### src/rtl/vx_commit_arbiter.sv
// Round-robin commit merge of N execution-unit beat streams into one writeback stream, with eop lock.
// One cycle from accept to wb_valid; always ready for one beat per cycle (ready is one-hot grant, zero in reset).
module vx_commit_arbiter #(
  parameter int NUM_SRCS      = 4,
  parameter int NUM_THREADS   = 4,
  parameter int XLEN          = 32,
  parameter int NW_BITS       = 2,
  parameter int NR_BITS       = 6,
  parameter int UUID_WIDTH    = 44,
  parameter int PERF_CTR_BITS = 44,
  localparam int DATAW = UUID_WIDTH + NW_BITS + NUM_THREADS + XLEN + 1 + NR_BITS
                         + NUM_THREADS * XLEN + 1
) (
  input  logic                          clk,
  input  logic                          reset,
  input  logic [NUM_SRCS-1:0]           commit_valid,
  input  logic [NUM_SRCS*DATAW-1:0]     commit_data,
  output logic [NUM_SRCS-1:0]           commit_ready,
  output logic                          wb_valid,
  output logic [UUID_WIDTH-1:0]         wb_uuid,
  output logic [NW_BITS-1:0]            wb_wid,
  output logic [NUM_THREADS-1:0]        wb_tmask,
  output logic [XLEN-1:0]               wb_PC,
  output logic [NR_BITS-1:0]            wb_rd,
  output logic [NUM_THREADS*XLEN-1:0]   wb_data,
  output logic                          wb_eop,
  output logic [PERF_CTR_BITS-1:0]      commit_count
);

  localparam int PTR_W    = (NUM_SRCS > 1) ? $clog2(NUM_SRCS) : 1;
  localparam int DATA_LSB = 1;
  localparam int RD_LSB   = DATA_LSB + NUM_THREADS * XLEN;
  localparam int WB_BIT   = RD_LSB + NR_BITS;
  localparam int PC_LSB   = WB_BIT + 1;
  localparam int TM_LSB   = PC_LSB + XLEN;
  localparam int WID_LSB  = TM_LSB + NUM_THREADS;
  localparam int UUID_LSB = WID_LSB + NW_BITS;

  logic [PTR_W-1:0]               rr_ptr_q, rr_ptr_d;
  logic [PTR_W-1:0]               lock_idx_q, lock_idx_d;
  logic                           lock_q, lock_d;
  logic [PERF_CTR_BITS-1:0]       count_q, count_d;

  logic                           wb_valid_q;
  logic [UUID_WIDTH-1:0]          wb_uuid_q;
  logic [NW_BITS-1:0]             wb_wid_q;
  logic [NUM_THREADS-1:0]         wb_tmask_q;
  logic [XLEN-1:0]                wb_pc_q;
  logic [NR_BITS-1:0]             wb_rd_q;
  logic [NUM_THREADS*XLEN-1:0]    wb_data_q;
  logic                           wb_eop_q;

  logic [NUM_SRCS-1:0]            eligible;
  logic [PTR_W-1:0]               winner;
  logic                           winner_vld;
  logic [DATAW-1:0]               beat;
  logic [PTR_W:0]                 scan_idx;
  logic [PTR_W:0]                 next_ptr;

  // While locked only the owner may win; a bubble from the owner blocks everyone else.
  always_comb begin
    eligible = commit_valid;
    if (lock_q) begin
      eligible             = '0;
      eligible[lock_idx_q] = commit_valid[lock_idx_q];
    end
  end

  // Scan from the farthest offset down so the offset closest to rr_ptr wins last.
  always_comb begin
    winner     = '0;
    winner_vld = 1'b0;
    scan_idx   = '0;
    for (int k = NUM_SRCS - 1; k >= 0; k--) begin
      scan_idx = {1'b0, rr_ptr_q} + (PTR_W+1)'(k);
      if (scan_idx >= (PTR_W+1)'(NUM_SRCS)) begin
        scan_idx = scan_idx - (PTR_W+1)'(NUM_SRCS);
      end
      if (eligible[scan_idx[PTR_W-1:0]]) begin
        winner     = scan_idx[PTR_W-1:0];
        winner_vld = 1'b1;
      end
    end
  end

  // No grant during reset: the registers cannot capture the beat.
  always_comb begin
    commit_ready = '0;
    if (winner_vld && reset) begin
      commit_ready[winner] = 1'b1;
    end
  end

  always_comb begin
    beat = '0;
    for (int i = 0; i < NUM_SRCS; i++) begin
      if (winner == PTR_W'(i)) begin
        beat = commit_data[i*DATAW +: DATAW];
      end
    end
  end

  always_comb begin
    next_ptr = {1'b0, winner} + (PTR_W+1)'(1);
    if (next_ptr >= (PTR_W+1)'(NUM_SRCS)) begin
      next_ptr = next_ptr - (PTR_W+1)'(NUM_SRCS);
    end
  end

  always_comb begin
    rr_ptr_d   = rr_ptr_q;
    lock_d     = lock_q;
    lock_idx_d = lock_idx_q;
    count_d    = count_q;
    if (winner_vld) begin
      if (beat[0]) begin
        lock_d   = 1'b0;
        rr_ptr_d = next_ptr[PTR_W-1:0];
        count_d  = count_q + PERF_CTR_BITS'(1);
      end else begin
        lock_d     = 1'b1;
        lock_idx_d = winner;
      end
    end
  end

  always_ff @(posedge clk or negedge reset) begin
    if (!reset) begin
      rr_ptr_q   <= '0;
      lock_q     <= 1'b0;
      lock_idx_q <= '0;
      count_q    <= '0;
      wb_valid_q <= 1'b0;
      wb_uuid_q  <= '0;
      wb_wid_q   <= '0;
      wb_tmask_q <= '0;
      wb_pc_q    <= '0;
      wb_rd_q    <= '0;
      wb_data_q  <= '0;
      wb_eop_q   <= 1'b0;
    end else begin
      rr_ptr_q   <= rr_ptr_d;
      lock_q     <= lock_d;
      lock_idx_q <= lock_idx_d;
      count_q    <= count_d;
      wb_valid_q <= winner_vld & beat[WB_BIT];
      if (winner_vld) begin
        wb_uuid_q  <= beat[UUID_LSB +: UUID_WIDTH];
        wb_wid_q   <= beat[WID_LSB +: NW_BITS];
        wb_tmask_q <= beat[TM_LSB +: NUM_THREADS];
        wb_pc_q    <= beat[PC_LSB +: XLEN];
        wb_rd_q    <= beat[RD_LSB +: NR_BITS];
        wb_data_q  <= beat[DATA_LSB +: NUM_THREADS*XLEN];
        wb_eop_q   <= beat[0];
      end
    end
  end

  assign wb_valid     = wb_valid_q;
  assign wb_uuid      = wb_uuid_q;
  assign wb_wid       = wb_wid_q;
  assign wb_tmask     = wb_tmask_q;
  assign wb_PC        = wb_pc_q;
  assign wb_rd        = wb_rd_q;
  assign wb_data      = wb_data_q;
  assign wb_eop       = wb_eop_q;
  assign commit_count = count_q;

endmodule

### config.mk
export PLATFORM = sky130hd
export DESIGN_NAME = vx_commit_arbiter
export DESIGN_NICKNAME = d
export VERILOG_FILES = /design/src/rtl/vx_commit_arbiter.sv
export SDC_FILE = /design/constraint.sdc
export NUM_CORES = 1
export LEC_CHECK = 0
export ABC_AREA = 1
export BUFFER_PORTS_ARGS = -buffer_cell sky130_fd_sc_hd__clkbuf_2
export CAP_MARGIN = 20
export CELL_PAD_IN_SITES_DETAIL_PLACEMENT = 1
export CELL_PAD_IN_SITES_GLOBAL_PLACEMENT = 1
export CORE_AREA = 2 2 443 445
export CTS_BUF_LIST = sky130_fd_sc_hd__clkbuf_8 sky130_fd_sc_hd__clkbuf_16
export DETAILED_ROUTE_END_ITERATION = 8
export DIE_AREA = 0 0 445 447
export GPL_TIMING_DRIVEN = 0
export PLACE_DENSITY = 0.41
export SLEW_MARGIN = 20
export SYNTH_ARGS = -nofsm -noshare
export SYNTH_HDL_FRONTEND = slang
export SYNTH_SLANG_ARGS = --single-unit
### constraint.sdc
create_clock -name clk -period 8.35 [get_ports clk]
set_clock_uncertainty 0.1 [all_clocks]
set_input_delay 1.2525 -clock clk [delete_from_list [all_inputs] [get_ports clk]]
set_output_delay 1.2525 -clock clk [all_outputs]
set_load 0.005 [all_outputs]
==> results of run 1 <==
## area by class of cell
cell class	count	area, µm²	share of cell area, %
buffer	224	1050	3.72
multi-input combinational	2127	9770	34.7
tap	2542	3180	11.3
antenna	18	45.0	0.160
sequential	267	6680	23.7
clock buffer	48	1120	3.98
timing repair buffer	1150	5890	20.9
inverter	48	183	0.648
clock inverter	27	267	0.945
## cells in the final DEF (no fill, tap or decap), types with 2 or more instances in the layout
cell	synthesis	routed
nand2_1	847	847
clkinv_4	0	3
ha_1	5	5
o21ai_1	71	77
bufinv_16	0	4
nand3b_1	6	6
o21ai_2	2	2
clkinv_8	0	2
a21oi_1	222	222
clkbuf_1	129	121
clkinv_2	0	5
inv_6	0	2
xnor2_1	13	13
inv_1	43	53
nor3_1	19	19
o21ai_0	604	598
clkbuf_8	0	8
dfrtp_1	267	267
inv_2	4	4
nor4_1	2	2
nand3_1	237	237
buf_16	0	5
buf_6	8	8
diode_2	0	18
nand4_1	6	6
buf_4	23	24
buf_1	22	22
nor2_1	59	59
clkbuf_2	2	1152
buf_2	40	40
xor2_1	20	20
clkbuf_16	0	41
## per-stage QoR
stage               hold slack (ns)  utilization [%]  TNS, ns  cell area (µm²)  cells
floorplan                     0.365                -        0            17700   2666
global placement              0.359             13.7  -376.96            26600   6351
detailed placement            0.371             13.8        0            26800   6358
CTS                           0.369             14.5        0            28100   6433
global route                  0.389             14.5        0            28200   6439
finish                        0.374             14.5        0            28200   6451
## sequential cells by signal (all words and copies together) (netlist names)
| register | cells |
|---|---|
| rr_ptr_q | 2 |
| wb_tmask | 4 |
| commit_count | 44 |
| wb_wid | 2 |
| wb_eop | 1 |
| wb_data | 128 |
| lock_idx_q | 2 |
| wb_rd | 6 |
| wb_PC | 32 |
| wb_valid | 1 |
| lock_q | 1 |
| wb_uuid | 44 |
## per-layer routing
layer	part of all wire, %	GRT usage, %	vias to the layer above
li1	-	-	11500
met2	50	29.8	842
met5	0.023	0	-
met1	41	20.7	11900
met4	2.6	4.36	8
met3	6.5	4.13	155
## worst paths after layout
path                                  from               end  slack, ns  cells past startpoint
max                        commit_valid[0]   commit_ready[3]       1.77                     17
min                                 wb_eop            wb_eop       0.37                      2
max reg2reg                  lock_idx_q[0]      wb_data[116]       2.54                     19
min reg2reg                         wb_eop            wb_eop       0.37                      2
max in group asynchronous            reset          wb_rd[1]       6.54                      3
min in group asynchronous            reset  commit_count[21]       0.42                      1
## kinds of logic after synthesis
logic type / after synthesis
compound gates: 906
xor+xnor: 34
fa+ha+maj: 5
buf+inv: 272
flops: 267
mux: 1
simple gates: 1181
## worst max-delay path, stage by stage
cell and delay [ns]:
clkbuf_2 0.09, o21ai_2 0.07, o21ai_0 0.37, nand2_1 0.14, nand2_1 0.12, inv_1 0.04, nand2_1 0.05, nand2_1 0.06
nand2_1 0.20, inv_1 0.10, ha_1 0.24, inv_1 0.13, buf_2 0.62, buf_2 0.60, clkbuf_1 0.84, nor2_1 0.12
clkbuf_2 0.16
==> impl_metrics.csv, run 1 <==
group,metric,value,unit
outcome,outcome,"complete, no violations",
synth,synth_compound_gate_area_share,25.8,%
clock_tree,clk_latency,0.60,ns
timing,setup_viol,0,
synth,synth_fp_nets,3549,
synth,yosys-top-cells-area,"dfrtp_1, nand2_1, o21ai_0",
critical_path,crit_required,7.00,ns
synth,ys_ff_latch,267,
timing,post-route-period-util,78.8,%
timing,rsz0062_at_grt,"no",
timing,final_hold_viol_count,0,
floorplan,die-area,0.199,mm²
worst_hold_path,hold_class,"flip-flop to flip-flop",
synth,synthCells,2666,
floorplan,ios,1144,
floorplan,row_count,162,
place,gp_congestion,0.909,
clock_tree,postCtsSetupBuffers,0,
clock_tree,clockRootBuffer,"clkbuf_16",
floorplan,core_area,0.194,mm²
finish,finalNetCount,4742,
clock_tree,numCtsBuffers,41,
synth,synth_mux_area_share,0.0779,%
clock_tree,cts_resized,0,
global_route,grt-ovfl-total,0,
place,place_ws,1.40,ns
routing,postRouteWirelength,177000,µm
synth,synth_largest_area_cell,"dfrtp_1",
finish,syn_to_final_growth,59.5,%
synth,synth_edf_count,0,
synth,synth_top_family_by_area,"simple AND/OR/NAND/NOR gates",
global_route,grt_pass1_vias,25600,
critical_path,cp_max_fo,10,
routing,drc,0,
timing,slew_headroom,26.2,%
synth,avgSynthCellArea,6.63,µm²
synth,synth-main-ff-cell,"dfrtp_1",
synth,synth.most_common_cell,"nand2_1",
critical_path,path_class,"input pin to primary output",
routing,wire_per_inst,27.5,µm
routing,num_vias,24400,
clock_tree,cts_sinks,267,
synth,synth_xor_xnor_area_share,1.73,%
timing,max_clock_freq,0.152,GHz
finish,filler_cell_count,23900,
timing,setup_ws,1.77,ns
global_route,antenna_found_initial,48,
synth,yosysTopAreaCellShare,37.8,%
floorplan,start_util,9.10,%
critical_path,end_kind,"primary output",
synth,synth-simple-area-share,27.3,%
timing,min_period,6.58,ns
place,io_buffers,1143,
routing,dr.pass1.iters,5,
synth,synthAdderAreaFrac,0.354,%
timing,finalMaxSlewViolations,0,
routing,avgViaCountPerCell,3.78,
floorplan,chipWidth,445,µm
finish,final_layout_size_suffix_gt1_share,33.6,%
synth,ys_warn_count,0,
critical_path,worstPathArrival,5.23,ns
floorplan,die_h,447,µm
critical_path,worstSetupStartpointType,"input pin",
global_route,track_usage,17.0,%
synth,syn-cell-area,0.0177,mm²
clock_tree,ctsHoldBuffers,0,
synth,synthTopCellsByCount,"nand2_1, o21ai_0, dfrtp_1",
routing,ant_nets,0,
run,cap_viol_max_count,0,
global_route,grt_max_degree,73,
timing,tightest_slew,1.10,ns
global_route,grt_pass1_wl,231000,µm
synth,synth-seq-area-share,37.8,%
clock_tree,clock_path_buffers,3,
clock_tree,clk_pin_slew,0.05,ns
synth,synthArstFlopShare,100,%
clock_tree,cts_tree,"built",
clock_tree,htreeDepth,2,
routing,drt_iter0_markers,1424,
place,post-dp-hpwl,152000,µm
synth,yosysUniqueCellTypes,38,
Power of run 1 is not shown: default switching activity piles up to over one toggle a cycle in this logic, so the estimate is an artifact.
==> inputs of run 2 (changes only) <==
ABC_AREA = 0   (was 1)
CORE_AREA = 2 2 449 451   (was 2 2 443 445)
DIE_AREA = 0 0 451 453   (was 0 0 445 447)
PLACE_DENSITY = 0.4   (was 0.41)
clock period = 5.95 ns   (was 8.35 ns; I/O delays follow)
==> run 2 against run 1 <==
Compared with the run above:
- critical path depth fell by 6
- design area fell by 4.2%
- non-clock buffer count fell by 11
==> impl_metrics.csv, run 2 <==
group,metric,value,unit
outcome,outcome,"complete, no violations",
place,post-dp-hpwl,140000,µm
critical_path,cp_max_fo,10,
timing,finalMaxSlewViolations,0,
global_route,track_usage,15.1,%
clock_tree,clk_pin_slew,0.06,ns
synth,synth_top_family_by_area,"compound AO/OA/AOI/OAI gates",
timing,fin_tns_setup,0,ns
timing,rsz0062_at_grt,"no",
synth,synthAdderAreaFrac,0.388,%
clock_tree,cts_sinks,267,
synth,synth.most_common_cell,"dfrtp_1",
synth,synth_mux_area_share,0.209,%
worst_hold_path,hold_class,"flip-flop to flip-flop",
worst_hold_path,hp-start,"wb_data[17]",
critical_path,r2r_cells,12,
clock_tree,clock_path_buffers,3,
routing,drc,0,
power,vdd_drop_max,0.000164,V
critical_path,crit_required,4.96,ns
synth,yosys-top-cells-area,"dfrtp_1, a221oi_1, nor2b_1",
finish,largest_reg_flops,128,
place,dpl_cell_area,0.0256,mm²
critical_path,crit_buf_inv,5,
clock_tree,clockRootBuffer,"clkbuf_16",
critical_path,reg2reg_slack,0.56,ns
floorplan,core_area,0.199,mm²
synth,synth_largest_area_cell,"dfrtp_1",
finish,multi_input_area,0.00859,mm²
worst_hold_path,min_path_cells,2,
finish,finalNetCount,4037,
finish,syn_to_final_growth,67.5,%
floorplan,ios,1144,
critical_path,end_kind,"primary output",
synth,ys_warn_count,0,
synth,synth-main-ff-cell,"dfrtp_1",
finish,register_area,0.00668,mm²
finish,final_cell_mix,"clkbuf_2, dfrtp_1, nand2_1",
critical_path,worstPathCellList,"nor2b_1 > o21ai_0 > o21ai_0 > nor3_2 > inv_1 > ha_1 > buf_2 > clkbuf_1 > clkbuf_1 > and3_1 > clkbuf_2",
timing,post-route-period-util,91.0,%
routing,ant_nets,0,
timing,final_hold_viol_count,0,
global_route,antenna_found_initial,30,
run,cap_viol_max_count,0,
critical_path,reg2reg_from,"lock_idx_q[1]",
finish,final_layout_size_suffix_gt1_share,41.6,%
floorplan,die-area,0.204,mm²
clock_tree,htreeDepth,2,
place,io_buffers,1143,
finish,design_area,0.0270,mm²
critical_path,regToRegEndpoint,"wb_PC[8]",
synth,synth_fp_nets,2830,
global_route,grt_pass1_wl,208000,µm
global_route,grt_pass1_vias,21900,
critical_path,path_class,"flip-flop to primary output",
synth,synth_compound_gate_area_share,26.4,%
finish,fin_cells,5852,
global_route,grt-ovfl-total,0,
synth,synth_edf_count,0,
critical_path,cpPeakStageDelay,0.62,ns
floorplan,row_count,164,
floorplan,start_util,8.10,%
timing,setup_viol,0,
routing,dr.pass1.iters,5,
critical_path,worstSetupStartpointType,"flip-flop",
critical_path,crit_family,"buffers and inverters",
routing,avgViaCountPerCell,3.55,
power,p_leak,12.0,nW
synth,avgSynthCellArea,8.28,µm²
finish,final_common_cell,"clkbuf_2",
synth,syn-cell-area,0.0161,mm²
power,p_per_area,672,mW/mm²
critical_path,worstPathArrival,4.42,ns
global_route,grt_max_degree,75,
timing,min_period,5.41,ns
routing,drt_iter0_markers,1106,
floorplan,chipWidth,451,µm
routing,postRouteWirelength,162000,µm
clock_tree,numCtsBuffers,42,
synth,synth_xor_xnor_area_share,2.33,%
finish,utilization,13.6,%
synth,synthTopCellsByCount,"dfrtp_1, nand2_1, nor3_1",
floorplan,die_h,453,µm
place,dp_cells,5766,
synth,yosysUniqueCellTypes,44,
routing,wire_per_inst,27.6,µm
timing,max_clock_freq,0.185,GHz
synth,synth-simple-area-share,23.6,%
synth,yosysTopAreaCellShare,41.4,%
finish,filler_cell_count,24000,
synth,synth-seq-area-share,41.4,%
timing,tightest_slew,1.17,ns
timing,slew_headroom,22.0,%
synth,synthArstFlopShare,100,%
routing,num_vias,20800,
critical_path,cp_slowest_cell,"clkbuf_1",
clock_tree,cts_tree,"built",
synth,synthCells,1947,
clock_tree,clk_latency,0.63,ns
synth,ys_ff_latch,267,
worst_hold_path,min_delay_worst_endpoint,"wb_data[17]",
place,gp_congestion,0.897,
==> run 2: changes by cell type after synthesis, sizes merged, moves of 207 or more <==
| cell | before | now |
|---|---|---|
| o21ai | 677 | 219 |
| nand3 | 239 | 20 |
| nor2b | 0 | 220 |
| nand2 | 848 | 230 |
| a221oi | 0 | 217 |
| nor3 | 19 | 226 |
==> run 2: how the worst max path moves through the flow <==
stage / endpoint / cells past startpoint / from
after floorplan: commit_ready[3] / 9 / commit_valid[1]
after global placement: commit_count[28] / 1 / reset
after detailed placement: wb_PC[14] / 12 / commit_valid[1]
after CTS: wb_PC[14] / 12 / lock_idx_q[1]
after global routing: commit_ready[2] / 11 / lock_idx_q[0]
final: commit_ready[2] / 11 / lock_idx_q[0]
==> run 2: area by class of cell <==
type / count / area share [%]
clock inverter: 26 / 0.940
tap: 2656 / 12.3
timing repair buffer: 1164 / 22.5
buffer: 199 / 3.34
multi-input combinational: 1476 / 31.8
antenna: 12 / 0.111
sequential: 267 / 24.7
inverter: 4 / 0.0556
clock buffer: 48 / 4.24
==> run 2: cell families (layout without fill, tap and decap cells) <==
logic type / count (synthesis) / count (layout)
AO/OA/AOI/OAI: 675 / 675
XOR/XNOR: 43 / 43
adder cells (fa/ha/maj): 5 / 5
buffers and inverters: 204 / 1441
flip-flops: 267 / 267
multiplexers: 3 / 3
other: 0 / 12
AND/OR/NAND/NOR: 750 / 750
==> run 2: power breakdown <==
part / internal (mW) / leakage (nW) / total (mW) / switching (mW)
sequential: 2.66 / 3.38 / 3.15 / 0.498
combinational: 3.92 / 7.88 / 12.4 / 8.46
clock: 1.55 / 0.723 / 2.62 / 1.07
==> run 2: timing repair <==
action                                 4_1_cts  5_1_grt
endpoints found under the hold margin       17        0
pin swaps                                    0        0
buffers inserted                             0        0
hold buffers                                 1        0
setup endpoints to repair                    1       15
resized for setup                            1        2
==> run 2: metal layers <==
metal	global-route usage (%)	routed length (µm)	share of wire, %
met3	3.28	8790	5.4
met4	3.46	3320	2.1
met2	29.1	88500	55
met5	0	78	0.048
met1	16.7	60900	38
==> run 2: per-stage QoR <==
step	power (mW)	hold WS, ns	worst slack, ns
floorplan	8.97	0.368	1.97
global placement	15.9	0.363	-3.63
detailed placement	16.3	0.370	-0.266
CTS	19.0	0.356	0.0306
global route	19.8	0.388	0.0853
finish	18.2	0.380	0.538
==> run 2: tightest hold or removal path: stages, from the launching register on <==
cell,delay (ns)
dfrtp_1,0.34
nand2_1,0.05
o21ai_0,0.06
Power figures use the tool's default switching activity.
